**config.mk**
```make
export PLATFORM = sky130hd
export DESIGN_NAME = spi_agc_master
export DESIGN_NICKNAME = d
export VERILOG_FILES = /design/src/rtl/spi_agc_master.sv
export SDC_FILE = /design/constraint.sdc
export NUM_CORES = 1
export LEC_CHECK = 0
export BUFFER_PORTS_ARGS = -buffer_cell sky130_fd_sc_hd__buf_2
export CAP_MARGIN = 20
export CORE_MARGIN = 4
export CORE_UTILIZATION = 51
export DETAILED_ROUTE_END_ITERATION = 12
export PLACE_DENSITY_LB_ADDON = 0.1
export SLEW_MARGIN = 40
export SYNTH_ARGS = -nofsm -noshare
export SYNTH_HDL_FRONTEND = slang
export SYNTH_SLANG_ARGS = --single-unit
```
**constraint.sdc**
```tcl
create_clock -name main_clk -period 2.4 [get_ports main_clk]
set_input_delay 0.24 -clock main_clk [delete_from_list [all_inputs] [get_ports main_clk]]
set_output_delay 0.24 -clock main_clk [all_outputs]
set_load 0.005 [all_outputs]
```
**src/rtl/spi_agc_master.sv**
```systemverilog
// SPI master for the AGC device: one 16-bit mode-0 frame per start edge,
// command byte then data byte, with readback of the final 8 miso bits.
module spi_agc_master #(
  parameter int CLK_DIV = 4
) (
  input  logic       main_clk,
  input  logic       main_rst_n,
  input  logic [1:0] control_mode,
  input  logic       start,
  input  logic [7:0] spi_mode,
  input  logic [7:0] spi_dataA,
  input  logic [7:0] spi_dataB,
  input  logic       channel,
  input  logic       miso,
  output logic       sclk,
  output logic       mosi,
  output logic       cs_a_n,
  output logic       cs_b_n,
  output logic [7:0] read_data,
  output logic       busy,
  output logic       done
);

  localparam logic [2:0] IDLE    = 3'd0;
  localparam logic [2:0] SETUP   = 3'd1;
  localparam logic [2:0] SHIFT   = 3'd2;
  localparam logic [2:0] HOLD    = 3'd3;
  localparam logic [2:0] DONE_ST = 3'd4;

  localparam logic [7:0] DIV_M1 = 8'(CLK_DIV - 1);

  logic [2:0]  state;
  logic        start_d;
  logic [7:0]  cnt;
  logic [3:0]  bit_cnt;
  logic [14:0] sr;
  logic [7:0]  rx;
  logic        rd;
  logic        trigger;
  logic        tick;
  logic [7:0]  wr_byte;

  assign trigger = start & ~start_d
                 & (control_mode == 2'b01)
                 & (state == IDLE);
  assign tick    = (cnt == DIV_M1);
  assign wr_byte = spi_mode[0] ? 8'h00
                 : (channel ? spi_dataB : spi_dataA);

  always_ff @(posedge main_clk or negedge main_rst_n) begin
    if (!main_rst_n) begin
      state     <= IDLE;
      start_d   <= 1'b0;
      cnt       <= '0;
      bit_cnt   <= '0;
      sr        <= '0;
      rx        <= '0;
      rd        <= 1'b0;
      sclk      <= 1'b0;
      mosi      <= 1'b0;
      cs_a_n    <= 1'b1;
      cs_b_n    <= 1'b1;
      read_data <= 8'h00;
      busy      <= 1'b0;
      done      <= 1'b0;
    end else begin
      start_d <= start;
      case (state)
        IDLE: begin
          done <= 1'b0;
          if (trigger) begin
            state   <= SETUP;
            cnt     <= '0;
            bit_cnt <= '0;
            rd      <= spi_mode[0];
            sr      <= {spi_mode[6:0], wr_byte};
            mosi    <= spi_mode[7];
            cs_a_n  <= channel;
            cs_b_n  <= ~channel;
            busy    <= 1'b1;
          end
        end
        SETUP: begin
          if (tick) begin
            state <= SHIFT;
            cnt   <= '0;
            sclk  <= 1'b1;
            rx    <= {rx[6:0], miso};
          end else begin
            cnt <= cnt + 8'd1;
          end
        end
        SHIFT: begin
          if (!tick) begin
            cnt <= cnt + 8'd1;
          end else if (sclk) begin
            // falling edge: present the next frame bit
            cnt  <= '0;
            sclk <= 1'b0;
            mosi <= sr[14];
            sr   <= {sr[13:0], 1'b0};
          end else if (bit_cnt == 4'd15) begin
            state <= HOLD;
            cnt   <= '0;
          end else begin
            cnt     <= '0;
            bit_cnt <= bit_cnt + 4'd1;
            sclk    <= 1'b1;
            rx      <= {rx[6:0], miso};
          end
        end
        HOLD: begin
          if (tick) begin
            state  <= DONE_ST;
            cnt    <= '0;
            mosi   <= 1'b0;
            cs_a_n <= 1'b1;
            cs_b_n <= 1'b1;
            busy   <= 1'b0;
            done   <= 1'b1;
            if (rd) read_data <= rx;
          end else begin
            cnt <= cnt + 8'd1;
          end
        end
        DONE_ST: begin
          state <= IDLE;
          done  <= 1'b0;
        end
        default: begin
          state  <= IDLE;
          sclk   <= 1'b0;
          mosi   <= 1'b0;
          cs_a_n <= 1'b1;
          cs_b_n <= 1'b1;
          busy   <= 1'b0;
          done   <= 1'b0;
        end
      endcase
    end
  end

endmodule

```
# Yosys cells after proc, flatten, opt, wreduce, memory -nomap -nowiden
# Index checks and enable logic that the tools add are counted.
# totals
wordCells	103
input_bits	31
register_bits	54
# op_classes
mux	43
eq_ne	15
reduce_logical	20
bitwise	9
add_sub_neg	2
# ops
cell	count
$mux 8	8
$mux 15	3
$pmux 8 s2	2
$pmux 15 s2	1
$mux 3	6
$mux 4	4
$ne 2x2->1 const B	8
$reduce_and 5->1	3
$pmux 1 s3	4
$pmux 3 s4	1
$mux 1	11
$reduce_and 3->1	3
$reduce_or 3->1	3
$add 8x1->8 const B	1
$eq 8x2->1 const B	1
$pmux 4 s2	1
$eq 3x2->1 const B	2
$not 1->1	6
$reduce_and 2->1	3
$reduce_and 6->1	1
$reduce_bool 2->1	3
$add 4x1->4 const B	1
$eq 4x4->1 const B	1
$pmux 1 s4	1
other kinds (8)	11

# Logic depth before layout (Yosys ltp)
# logic_depth
word_depth	6
depth_mapped	8

# Worst setup path after synthesis
# Ideal clock, no wire load.
# synth_path
path_type	reg-to-reg
start	register cnt[0]
end	register sr[10]
arrival_time_ns	2.112
n_path_buf	3
path_slack_ns	0.161
period_less_slack_ns	2.239
path_stages_with_launch	9
setup_time_ns	0.127
t_required_ns	2.273
cell_sequence	dfrtp_1 > ha_1 > or3b_2 > buf_2 > nor2_8 > a41o_1 > buf_4 > buf_8 > mux2_1
# synth_via
elab_chain_len	3
# synth_lines
element	line_no	text
start: declaration	34	logic [7:0] cnt;
start signal: assignment	90	cnt <= cnt + 8'd1;
start signal: assignment	95	cnt <= cnt + 8'd1;
start signal: assignment	123	cnt <= cnt + 8'd1;
$eq 8x2->1	46	assign tick = (cnt == DIV_M1);
$ne 2x2->1 (no source line)	--	
$reduce_and 4->1 (no source line)	--	
end signal: assignment	76	sr <= {spi_mode[6:0], wr_byte};
end signal: assignment	101	sr <= {sr[13:0], 1'b0};
end: declaration	36	logic [14:0] sr;
# No other way between the ends.
# A chain may end at the register's enable or synchronous reset.

# Worst setup path after layout
# layout_path
start	register cnt[5]
end	register sr[11]
# Same word-level chain as after synthesis.

==> metrics.txt <==
Synth Register Bits 54; synth warn 0; WP buf/inv 1; root buffer cell clkbuf_8; design internal power between 1 and 1.5 mW; share of layout cells above drive strength 1 0.3586; main combinational cell family by area after synthesis multiplexers; Post-synth ARST share 1.000; Post-synth EDFFs 0; Compound-Gate Fraction of Synth Area 0.1153; clock share of power 0.346; PwrDens roughly 460 nW/um^2; Gate power share 0.051; kind of critical path reg -> reg; Synth Area per Inst 11.38 um^2; critical path cell sequence or4_1 > nor2_8 > a41o_1 > buf_12 > mux2_1; distinct cell type count after synthesis 51; worst skew pair latency slightly above 300 ps; total nets after synthesis around 280; HP Class in -> reg; area of the multi-input gates between 1000 and 1500 um^2; largest net degree at the start of global routing 25; dpl cell area roughly 3200 um^2; Lkg Pwr 1.638 nW; Post-Synth XOR/XNOR Area 0.01242; routed vias about 2100; Cell Rows 26; Post-CTS Setup Inserts 0; initial antenna violation count 0; sequential share of power 0.603; fillers 459; Starting Density 0.5387; pre-CTS setup slack between 150 and 200 ps; worst slew pin tran 516.2 ps; Via density ~5.6; PortBufs 44; DRC 0; DIE AREA slightly below 7000 um^2; vias in the first global route 2023; io pins between 40 and 50; DR iter-0 viols 128; storage element area 1354 um^2; P_sw between 0.3 and 0.4 mW; sequential area share after synthesis 0.4798; Post-Route WL approximately 5800 um; Reg clk slew, reported paths 100 ps; RSZ-0062 raised after global routing no; Clock Tree Buf Depth 2; Final Setup Violations 0; TritonCTS Buffers 5; slew margin rel. 0.6527; mux cell area share after synthesis 0.1916; Worst Setup Start Kind flip-flop; min cycle time layout between 2000 and 2500 ps; critical path arrival 2470 ps; fin crit share 0.9460; Mapped Cells between 200 and 250; setup TNS 0 ps; status completed; Critical Path Fanout Max 15; switch share 0.2328; drt pass-1 iters 4; post-route antenna net violation count 0; slowest CP cell or4_1; cts repair resizes 0; nets@finish 336; Antenna diodes 0; post-synthesis cell area 2821 um^2; Die Y 82.38 um; Max Clk Rate about 0.44 GHz; family with the most delay on the worst path simple AND/OR/NAND/NOR gates; grt ovf 0; Post-DP HPWL approximately 4200 um; max incr delay on CP around 700 ps; post-synthesis adder-cell area fraction 0.008869; Global Route Usage Sum 0.1860; post-synthesis simple-gate area fraction 0.1548; CTS sink cnt 54; Post-Layout Inst Area around 3300 um^2; Hold-fix buffers, CTS 1; GPL Wtd Cong between 0.8 and 0.9; Slew Viols, Final 0; hold_ws approximately 56 ps; Critical Path Sink Type flip-flop; setup ws final approximately 130 ps; max-cap viol count 0; critical path required time between 2000 and 3000 ps; dominant synthesized flop cell dfrtp_1; Die X-Extent 82.38 um; Design Power roughly 1.5 mW; peak supply drop around 0.35 mV; endpoints failing hold 0; DR WL/cell roughly 15 um; global-route wire length before repair 9735 um; Layout area overhead 17.34%; H-tree depth 2; Setup Skew 12.31 ps; TritonCTS clock tree built; Std-Cell Core Area around 5200 um^2
## sequential cells by signal, indices dropped and copies added (netlist names), 3 cells and up
register	count
state	3
cnt	8
rx	8
bit_cnt	4
read_data	8
sr	15
## synth_stat cells (all sizes together), types with 6 or more instances
cell type / count / area [um^2]
a21oi: 8 / 43.79
buf: 10 / 60.06
clkbuf: 6 / 22.52
dfrtp: 52 / 1301
inv: 6 / 22.52
mux2: 40 / 450.4
mux2i: 9 / 90.09
nand2: 16 / 60.06
nand3: 12 / 60.06
nor2: 9 / 50.05
nor2b: 7 / 43.79
nor3: 6 / 35.03
o31ai: 9 / 67.56
## stage by stage
| stage | instances | utilization |
|---|---|---|
| after floorplan | 248 | - |
| after global placement | 365 | 0.6123 |
| after detailed placement | 365 | 0.6123 |
| after CTS | 374 | 0.6321 |
| after global routing | 374 | 0.6321 |
| final | 374 | 0.6321 |
## cell families after synthesis
logic type,Yosys count
multiplexers,49
AO/OA/AOI/OAI,44
AND/OR/NAND/NOR,73
flip-flops,54
XOR/XNOR,4
buffers and inverters,22
adder cells (fa/ha/maj),2
## power groups by stage
stage	sequential [mW]	combinational, mW	clock (mW)
floorplan	0.930	0.0274	0
global placement	0.930	0.0768	0
detailed placement	0.930	0.0779	0
CTS	0.912	0.0793	0.547
global route	0.912	0.0876	0.581
finish	0.912	0.0766	0.523
## placed cells by master, fill, tap and decap left out, drive strengths merged, types with 4 or more instances in the layout
cell / count
o21ai: 4
a21oi: 8
clkbuf: 5
inv: 7
nor2b: 7
a41o: 4
nor2: 9
buf: 63
dfrtp: 52
nand3: 12
nor3: 6
o31ai: 9
xnor2: 4
mux2: 40
nand2: 16
mux2i: 9
## final cells by class
type,count,area share
Clock buffer,5,0.02079
Clock inverter,3,0.007559
Inverter,6,0.006803
Multi-Input combinational cell,172,0.4131
Sequential cell,54,0.4089
Tap cell,70,0.02645
Timing Repair Buffer,64,0.1164
## metal layers
layer / part of all wire / up-vias / wire (um) / GRT usage
li1: - / 1026 / - / -
met2: 0.46 / 40 / 2653 / 0.2973
met4: 0.0089 / 0 / 51 / 0.04817
met3: 0.033 / 4 / 191 / 0.03254
met5: 0 / - / 0 / 0
met1: 0.50 / 1024 / 2853 / 0.2616
## worst paths after layout
| kind | endpoint | startpoint | cells past startpoint | slack [ps] |
|---|---|---|---|---|
| worst max register to register | sr[11] | cnt[5] | 5 | 130 |
| min in group asynchronous | read_data[6] | main_rst_n | 2 | 350 |
| max in group asynchronous | cs_a_n | main_rst_n | 3 | 1370 |
| worst min-delay path | start_d | start | 1 | 60 |
| worst max-delay path | sr[11] | cnt[5] | 5 | 130 |
| worst min register to register | sr[8] | sr[8] | 1 | 490 |
(Power assumes the default switching activity.)
